## src/rtl/fetch_if.sv

```systemverilog
// Signal bundle between the fetch stage, instruction memory and decode.
// master is the fetch unit's view; slave is the environment's view.
interface fetch_if;
    logic        stall;
    logic        redirect;
    logic [15:0] redirect_pc;
    logic        imem_req;
    logic [15:0] imem_addr;
    logic        imem_rdy;
    logic [15:0] imem_data;
    logic [15:0] instr_out;
    logic [15:0] pc_next_out;
    logic        instr_valid;

    modport master (
        input  stall, redirect, redirect_pc, imem_rdy, imem_data,
        output imem_req, imem_addr, instr_out, pc_next_out, instr_valid
    );

    modport slave (
        output stall, redirect, redirect_pc, imem_rdy, imem_data,
        input  imem_req, imem_addr, instr_out, pc_next_out, instr_valid
    );
endinterface

```

## src/rtl/fetch_unit.sv

```systemverilog
// Single-issue instruction fetch stage: PC sequencing, bubbles, redirect
// flush and halt detection, with a registered instruction/PC+2 to decode.
module fetch_unit #(
    parameter logic [15:0] RESET_PC = 16'h0000
) (
    input  logic    clk,
    input  logic    rst,
    fetch_if.master bus
);

    localparam logic [0:0] ST_FETCH  = 1'b0;
    localparam logic [0:0] ST_HALTED = 1'b1;

    localparam logic [15:0] NOP_INSTR = 16'h0800;

    logic [0:0]  state_q,  state_d;
    logic [15:0] pc_q,     pc_d;
    logic [15:0] instr_q,  instr_d;
    logic [15:0] pcn_q,    pcn_d;
    logic        valid_q,  valid_d;
    logic [15:0] pc_plus2_s;
    logic        is_halt_s;

    assign pc_plus2_s = pc_q + 16'd2;
    assign is_halt_s  = (bus.imem_data[15:11] == 5'b00000);

    // The request is combinational so a stall or redirect withdraws it in the same cycle.
    assign bus.imem_req    = (state_q == ST_FETCH) && !bus.stall && !bus.redirect && !rst;
    assign bus.imem_addr   = pc_q;
    assign bus.instr_out   = instr_q;
    assign bus.pc_next_out = pcn_q;
    assign bus.instr_valid = valid_q;

    // Next-state selection: redirect beats stall, stall beats normal fetch.
    always_comb begin
        state_d = state_q;
        pc_d    = pc_q;
        instr_d = instr_q;
        pcn_d   = pcn_q;
        valid_d = valid_q;
        if (bus.redirect) begin
            state_d = ST_FETCH;
            pc_d    = {bus.redirect_pc[15:1], 1'b0};
            instr_d = NOP_INSTR;
            pcn_d   = 16'h0000;
            valid_d = 1'b0;
        end else if (bus.stall) begin
            state_d = state_q;
        end else begin
            case (state_q)
                ST_FETCH: begin
                    if (bus.imem_rdy) begin
                        instr_d = bus.imem_data;
                        pcn_d   = pc_plus2_s;
                        valid_d = 1'b1;
                        pc_d    = pc_plus2_s;
                        // A halt word is still delivered; fetching stops after it.
                        if (is_halt_s) begin
                            state_d = ST_HALTED;
                        end else begin
                            state_d = ST_FETCH;
                        end
                    end else begin
                        instr_d = NOP_INSTR;
                        valid_d = 1'b0;
                    end
                end
                ST_HALTED: begin
                    instr_d = NOP_INSTR;
                    valid_d = 1'b0;
                end
                default: begin
                    state_d = ST_FETCH;
                    instr_d = NOP_INSTR;
                    valid_d = 1'b0;
                end
            endcase
        end
    end

    // State registers with synchronous reset that overrides every other input.
    always_ff @(posedge clk) begin
        if (rst) begin
            state_q <= ST_FETCH;
            pc_q    <= RESET_PC;
            instr_q <= NOP_INSTR;
            pcn_q   <= 16'h0000;
            valid_q <= 1'b0;
        end else begin
            state_q <= state_d;
            pc_q    <= pc_d;
            instr_q <= instr_d;
            pcn_q   <= pcn_d;
            valid_q <= valid_d;
        end
    end

endmodule

```

## src/flat_wrapper.sv

```systemverilog
// flat-port wrapper written by rule: the top's interface ports become plain ports
module fetch_unit_flat 
#(
    parameter logic [15:0] RESET_PC = 16'h0000
)
  (clk, rst, bus_stall, bus_redirect, bus_redirect_pc, bus_imem_rdy, bus_imem_data, bus_imem_req, bus_imem_addr, bus_instr_out, bus_pc_next_out, bus_instr_valid);
  fetch_if bus_i ();
  input  logic clk;
  input  logic rst;
  input wire logic [$bits(bus_i.stall)-1:0] bus_stall;
  input wire logic [$bits(bus_i.redirect)-1:0] bus_redirect;
  input wire logic [$bits(bus_i.redirect_pc)-1:0] bus_redirect_pc;
  input wire logic [$bits(bus_i.imem_rdy)-1:0] bus_imem_rdy;
  input wire logic [$bits(bus_i.imem_data)-1:0] bus_imem_data;
  output wire logic [$bits(bus_i.imem_req)-1:0] bus_imem_req;
  output wire logic [$bits(bus_i.imem_addr)-1:0] bus_imem_addr;
  output wire logic [$bits(bus_i.instr_out)-1:0] bus_instr_out;
  output wire logic [$bits(bus_i.pc_next_out)-1:0] bus_pc_next_out;
  output wire logic [$bits(bus_i.instr_valid)-1:0] bus_instr_valid;
  assign bus_i.stall = bus_stall;
  assign bus_i.redirect = bus_redirect;
  assign bus_i.redirect_pc = bus_redirect_pc;
  assign bus_i.imem_rdy = bus_imem_rdy;
  assign bus_i.imem_data = bus_imem_data;
  assign bus_imem_req = bus_i.imem_req;
  assign bus_imem_addr = bus_i.imem_addr;
  assign bus_instr_out = bus_i.instr_out;
  assign bus_pc_next_out = bus_i.pc_next_out;
  assign bus_instr_valid = bus_i.instr_valid;
  fetch_unit #(.RESET_PC(RESET_PC)) u_core (.clk(clk), .rst(rst), .bus(bus_i));
endmodule
```

## config.mk

```make
export PLATFORM = sky130hd
export DESIGN_NAME = fetch_unit_flat
export DESIGN_NICKNAME = d
export VERILOG_FILES = /design/src/rtl/fetch_if.sv /design/src/rtl/fetch_unit.sv /design/src/flat_wrapper.sv
export SDC_FILE = /design/constraint.sdc
export NUM_CORES = 1
export LEC_CHECK = 0
export BUFFER_PORTS_ARGS = -buffer_cell sky130_fd_sc_hd__buf_2
export CELL_PAD_IN_SITES_DETAIL_PLACEMENT = 0
export CELL_PAD_IN_SITES_GLOBAL_PLACEMENT = 1
export CORE_ASPECT_RATIO = 1.2
export CORE_MARGIN = 1.5
export CORE_UTILIZATION = 37
export DETAILED_ROUTE_END_ITERATION = 10
export GPL_TIMING_DRIVEN = 0
export MAX_ROUTING_LAYER = met4
export PLACE_DENSITY_LB_ADDON = 0.1
export SETUP_SLACK_MARGIN = 0.02
export SLEW_MARGIN = 40
export SYNTH_ARGS = -nofsm -noshare
export SYNTH_HDL_FRONTEND = slang
export SYNTH_SLANG_ARGS = --single-unit
export TNS_END_PERCENT = 10
```

## constraint.sdc

```tcl
create_clock -name clk -period 3.5 [get_ports clk]
set_clock_uncertainty 0.2 [all_clocks]
set_input_delay 0.7 -clock clk [delete_from_list [all_inputs] [get_ports clk]]
set_output_delay 0.7 -clock clk [all_outputs]
set_load 0.005 [all_outputs]
```

==> reports/metrics.yaml <==
sta:
  worst_pin_slew_ns: 0.547
  setup_violations: 0
  rsz0062_at_grt: "no"
  fin_crit_sh: 0.752
  final_max_slew_viol_count: 0
  fmax_ghz: 0.380
  hold_viol_final: 0
  setup_tns_ns: 0
  fin_crit_ns: 2.63
  slew_headroom: 0.634
placement:
  dp_hpwl_mm: 4.13
  dp.cells: 378
  port_buffers: 82
  finalWeightedCongestion: 0.798
logic_synthesis:
  synth_edf_count: 0
  synth_ff_type: "dfxtp_1"
  synth_area_mm2: 0.00212
  yosys_warnings: 0
  avgSynthCellArea_um2: 9.16
  synth.distinct_cells: 36
  ys_seq_area_frac: 0.454
  async_flop_share: 0
  syn_inst: 231
  ys_seq_elements: 48
setup_path:
  cp-end-kind: "output port"
  rr_endpoint: "u_core.bus.imem_addr[15]"
  cp.arrival_ns: 1.73
  path_cells: "clkbuf_1 -> or2_2 -> clkbuf_1 -> nor3_1 -> buf_2"
  critical-path-top-delay-family: "buffers and inverters"
  crit_top_cell: "clkbuf_1"
  crit_slowest_cell: "or2_2"
  startpoint_type: "primary input"
  cp_num_buf_inv: 3
  reg2reg_slack_ns: 1.42
  critPathMaxFanout: 9
  slowest_delay_ns: 0.31
  r2r_cells: 5
  reg2reg_from: "u_core.bus.imem_addr[1]"
  crit_required_ns: 2.60
  critical_path_class: "primary input to output port"
final_layout:
  antenna_cells: 0
  final_cell_mix: "87 x buf_2, 48 x dfxtp_1, 25 x nor2_1"
  fin_nets: 359
  register_area_um2: 961
  final_common_cell: "buf_2"
  final_cells: 386
  fill_cells: 576
  area_growth_pct: 27.8
  drive_gt1_frac: 0.320
  multi_input_area_mm2: 0.00105
die:
  io_pins: 87
  fp-row-count: 30
  dieArea_mm2: 0.00618
  die_h_um: 85.8
  start_util: 0.378
  die_x_um: 72.0
  core_area_mm2: 0.00559
cts:
  clk-insertion-delay-late_ns: 0.30
  path_clk_slew_ns: 0.09
  cts_made_buffers: 5
  cts_resized: 0
  clockRootBuffer: "clkbuf_8"
  post_cts_buffers: 0
  htree_num_levels: 2
  tritoncts: "done"
  cts_sinks: 48
  ctsHoldBuffers: 0
  clockBufferDepth: 2
worst_hold_path:
  holdCritStartpoint: "u_core.bus.instr_out[11]"
  holdPathEnd: "u_core.bus.instr_out[11]"
  min_path_cells: 2
  hp-class: "flip-flop to flip-flop"
grt:
  use_met3: 0.0376
  overflow: 0
  grt_use_total: 0.194
  top_usage_layer: "met2"
  grtUsageMet1: 0.238
  grt_pass1_vias: 1896
  antenna_found_initial: 0
  grt_max_degree: 15
  grt_util_met2: 0.328
  grt_pass1_wl_mm: 9.09
status:
  status: "complete, no violations"
power_and_ir_drop:
  p_leak_nw: 1.16
  cellPowerDensity_mw_per_mm2: 398
  vdd_drop_max_uv: 173
detailed_routing:
  via_per_inst: 5.11
  drt_pass1_iterations: 4
  drt_wl_total_mm: 5.56
  ant_nets: 0
  drtIter0Drc: 95
  routedWlPerCell_um: 14.4
  vias: 1974
  drc_errors: 0
job:
  maxCapViolCount: 0
-- sequential cells by signal, summed over array words and instances (netlist names) --
signal and cells:
u_core.bus.instr_out 16, u_core.bus.imem_addr 15, u_core.bus.pc_next_out 15, u_core.bus.instr_valid 1
u_core.state_q 1
-- area by class of cell --
cell class / instances / area share
sequential: 48 / 0.355
inverter: 4 / 0.00555
buffer: 20 / 0.0361
multi-input combinational: 160 / 0.387
clock buffer: 7 / 0.0319
timing repair buffer: 82 / 0.152
tap: 64 / 0.0296
clock inverter: 1 / 0.00278
-- kinds of logic (layout without fill, tap and decap cells) --
group | after synthesis | in the layout | share of synthesized area
XOR/XNOR | 25 | 25 | 0.103
multiplexers | 1 | 1 | 0.00473
adder cells (fa/ha/maj) | 1 | 1 | 0.00591
AO/OA/AOI/OAI | 59 | 59 | 0.189
flip-flops | 48 | 48 | 0.454
buffers and inverters | 24 | 114 | 0.0532
AND/OR/NAND/NOR | 72 | 72 | 0.187
other | 1 | 2 | 0.00177
-- worst reg2reg max path, stage by stage, from the launching register on --
cell and delay, ns:
dfxtp_1 0.47, ha_1 0.29, nand4_1 0.30, nor4_1 0.41
xnor2_1 0.12, a211oi_1 0.22
-- through the flow --
step | total power, mW | worst slack [ns] | hold WS, ns | util | instance area [um2]
2_1_floorplan | 0.675 | 1.12 | 0.242 | - | 2120
3_3_place_gp | 0.740 | 0.834 | 0.229 | 0.467 | 2610
3_5_place_dp | 0.741 | 0.826 | 0.237 | 0.467 | 2610
4_1_cts | 1.09 | 0.820 | 0.255 | 0.483 | 2700
5_1_grt | 1.13 | 0.734 | 0.288 | 0.483 | 2700
6_report | 1.08 | 0.867 | 0.254 | 0.483 | 2700
-- synthesized netlist by cell type, drive strengths merged, types with 7 or more instances --
| cell type | instances | share of area |
|---|---|---|
| a22o | 15 | 0.062 |
| xor2 | 9 | 0.037 |
| clkbuf | 11 | 0.020 |
| buf | 9 | 0.026 |
| o21ai | 12 | 0.028 |
| nor2 | 26 | 0.047 |
| a211oi | 14 | 0.050 |
| a21oi | 14 | 0.033 |
| xnor2 | 16 | 0.066 |
| nand4 | 7 | 0.021 |
| dfxtp | 48 | 0.45 |
| nor3 | 7 | 0.019 |
-- per-layer routing --
layer  wire (um)  share of wire
met1        2560           0.46
met2        2680           0.48
met3         271          0.049
met4          41         0.0074
met5           0              0
-- where the power goes --
part           leakage [nW]  switching, mW  total [mW]  internal (mW)
clock                0.0445          0.187       0.348          0.161
sequential            0.393         0.0219       0.590          0.568
combinational         0.723         0.0725       0.138         0.0654
total                  1.16          0.281        1.08          0.794
-- how the worst max path moves through the flow --
| stage | to | slack (ns) | from | depth (start not counted) |
|---|---|---|---|---|
| 3_5_place_dp | bus_imem_req | 0.83 | rst | 5 |
| 5_1_grt | bus_imem_req | 0.73 | rst | 5 |
| 2_1_floorplan | bus_imem_req | 1.12 | rst | 4 |
| 4_1_cts | bus_imem_req | 0.82 | rst | 5 |
| 6_report | bus_imem_req | 0.87 | rst | 5 |
| 3_3_place_gp | bus_imem_req | 0.83 | rst | 5 |
Note: power is estimated with default switching activity, not from simulation.
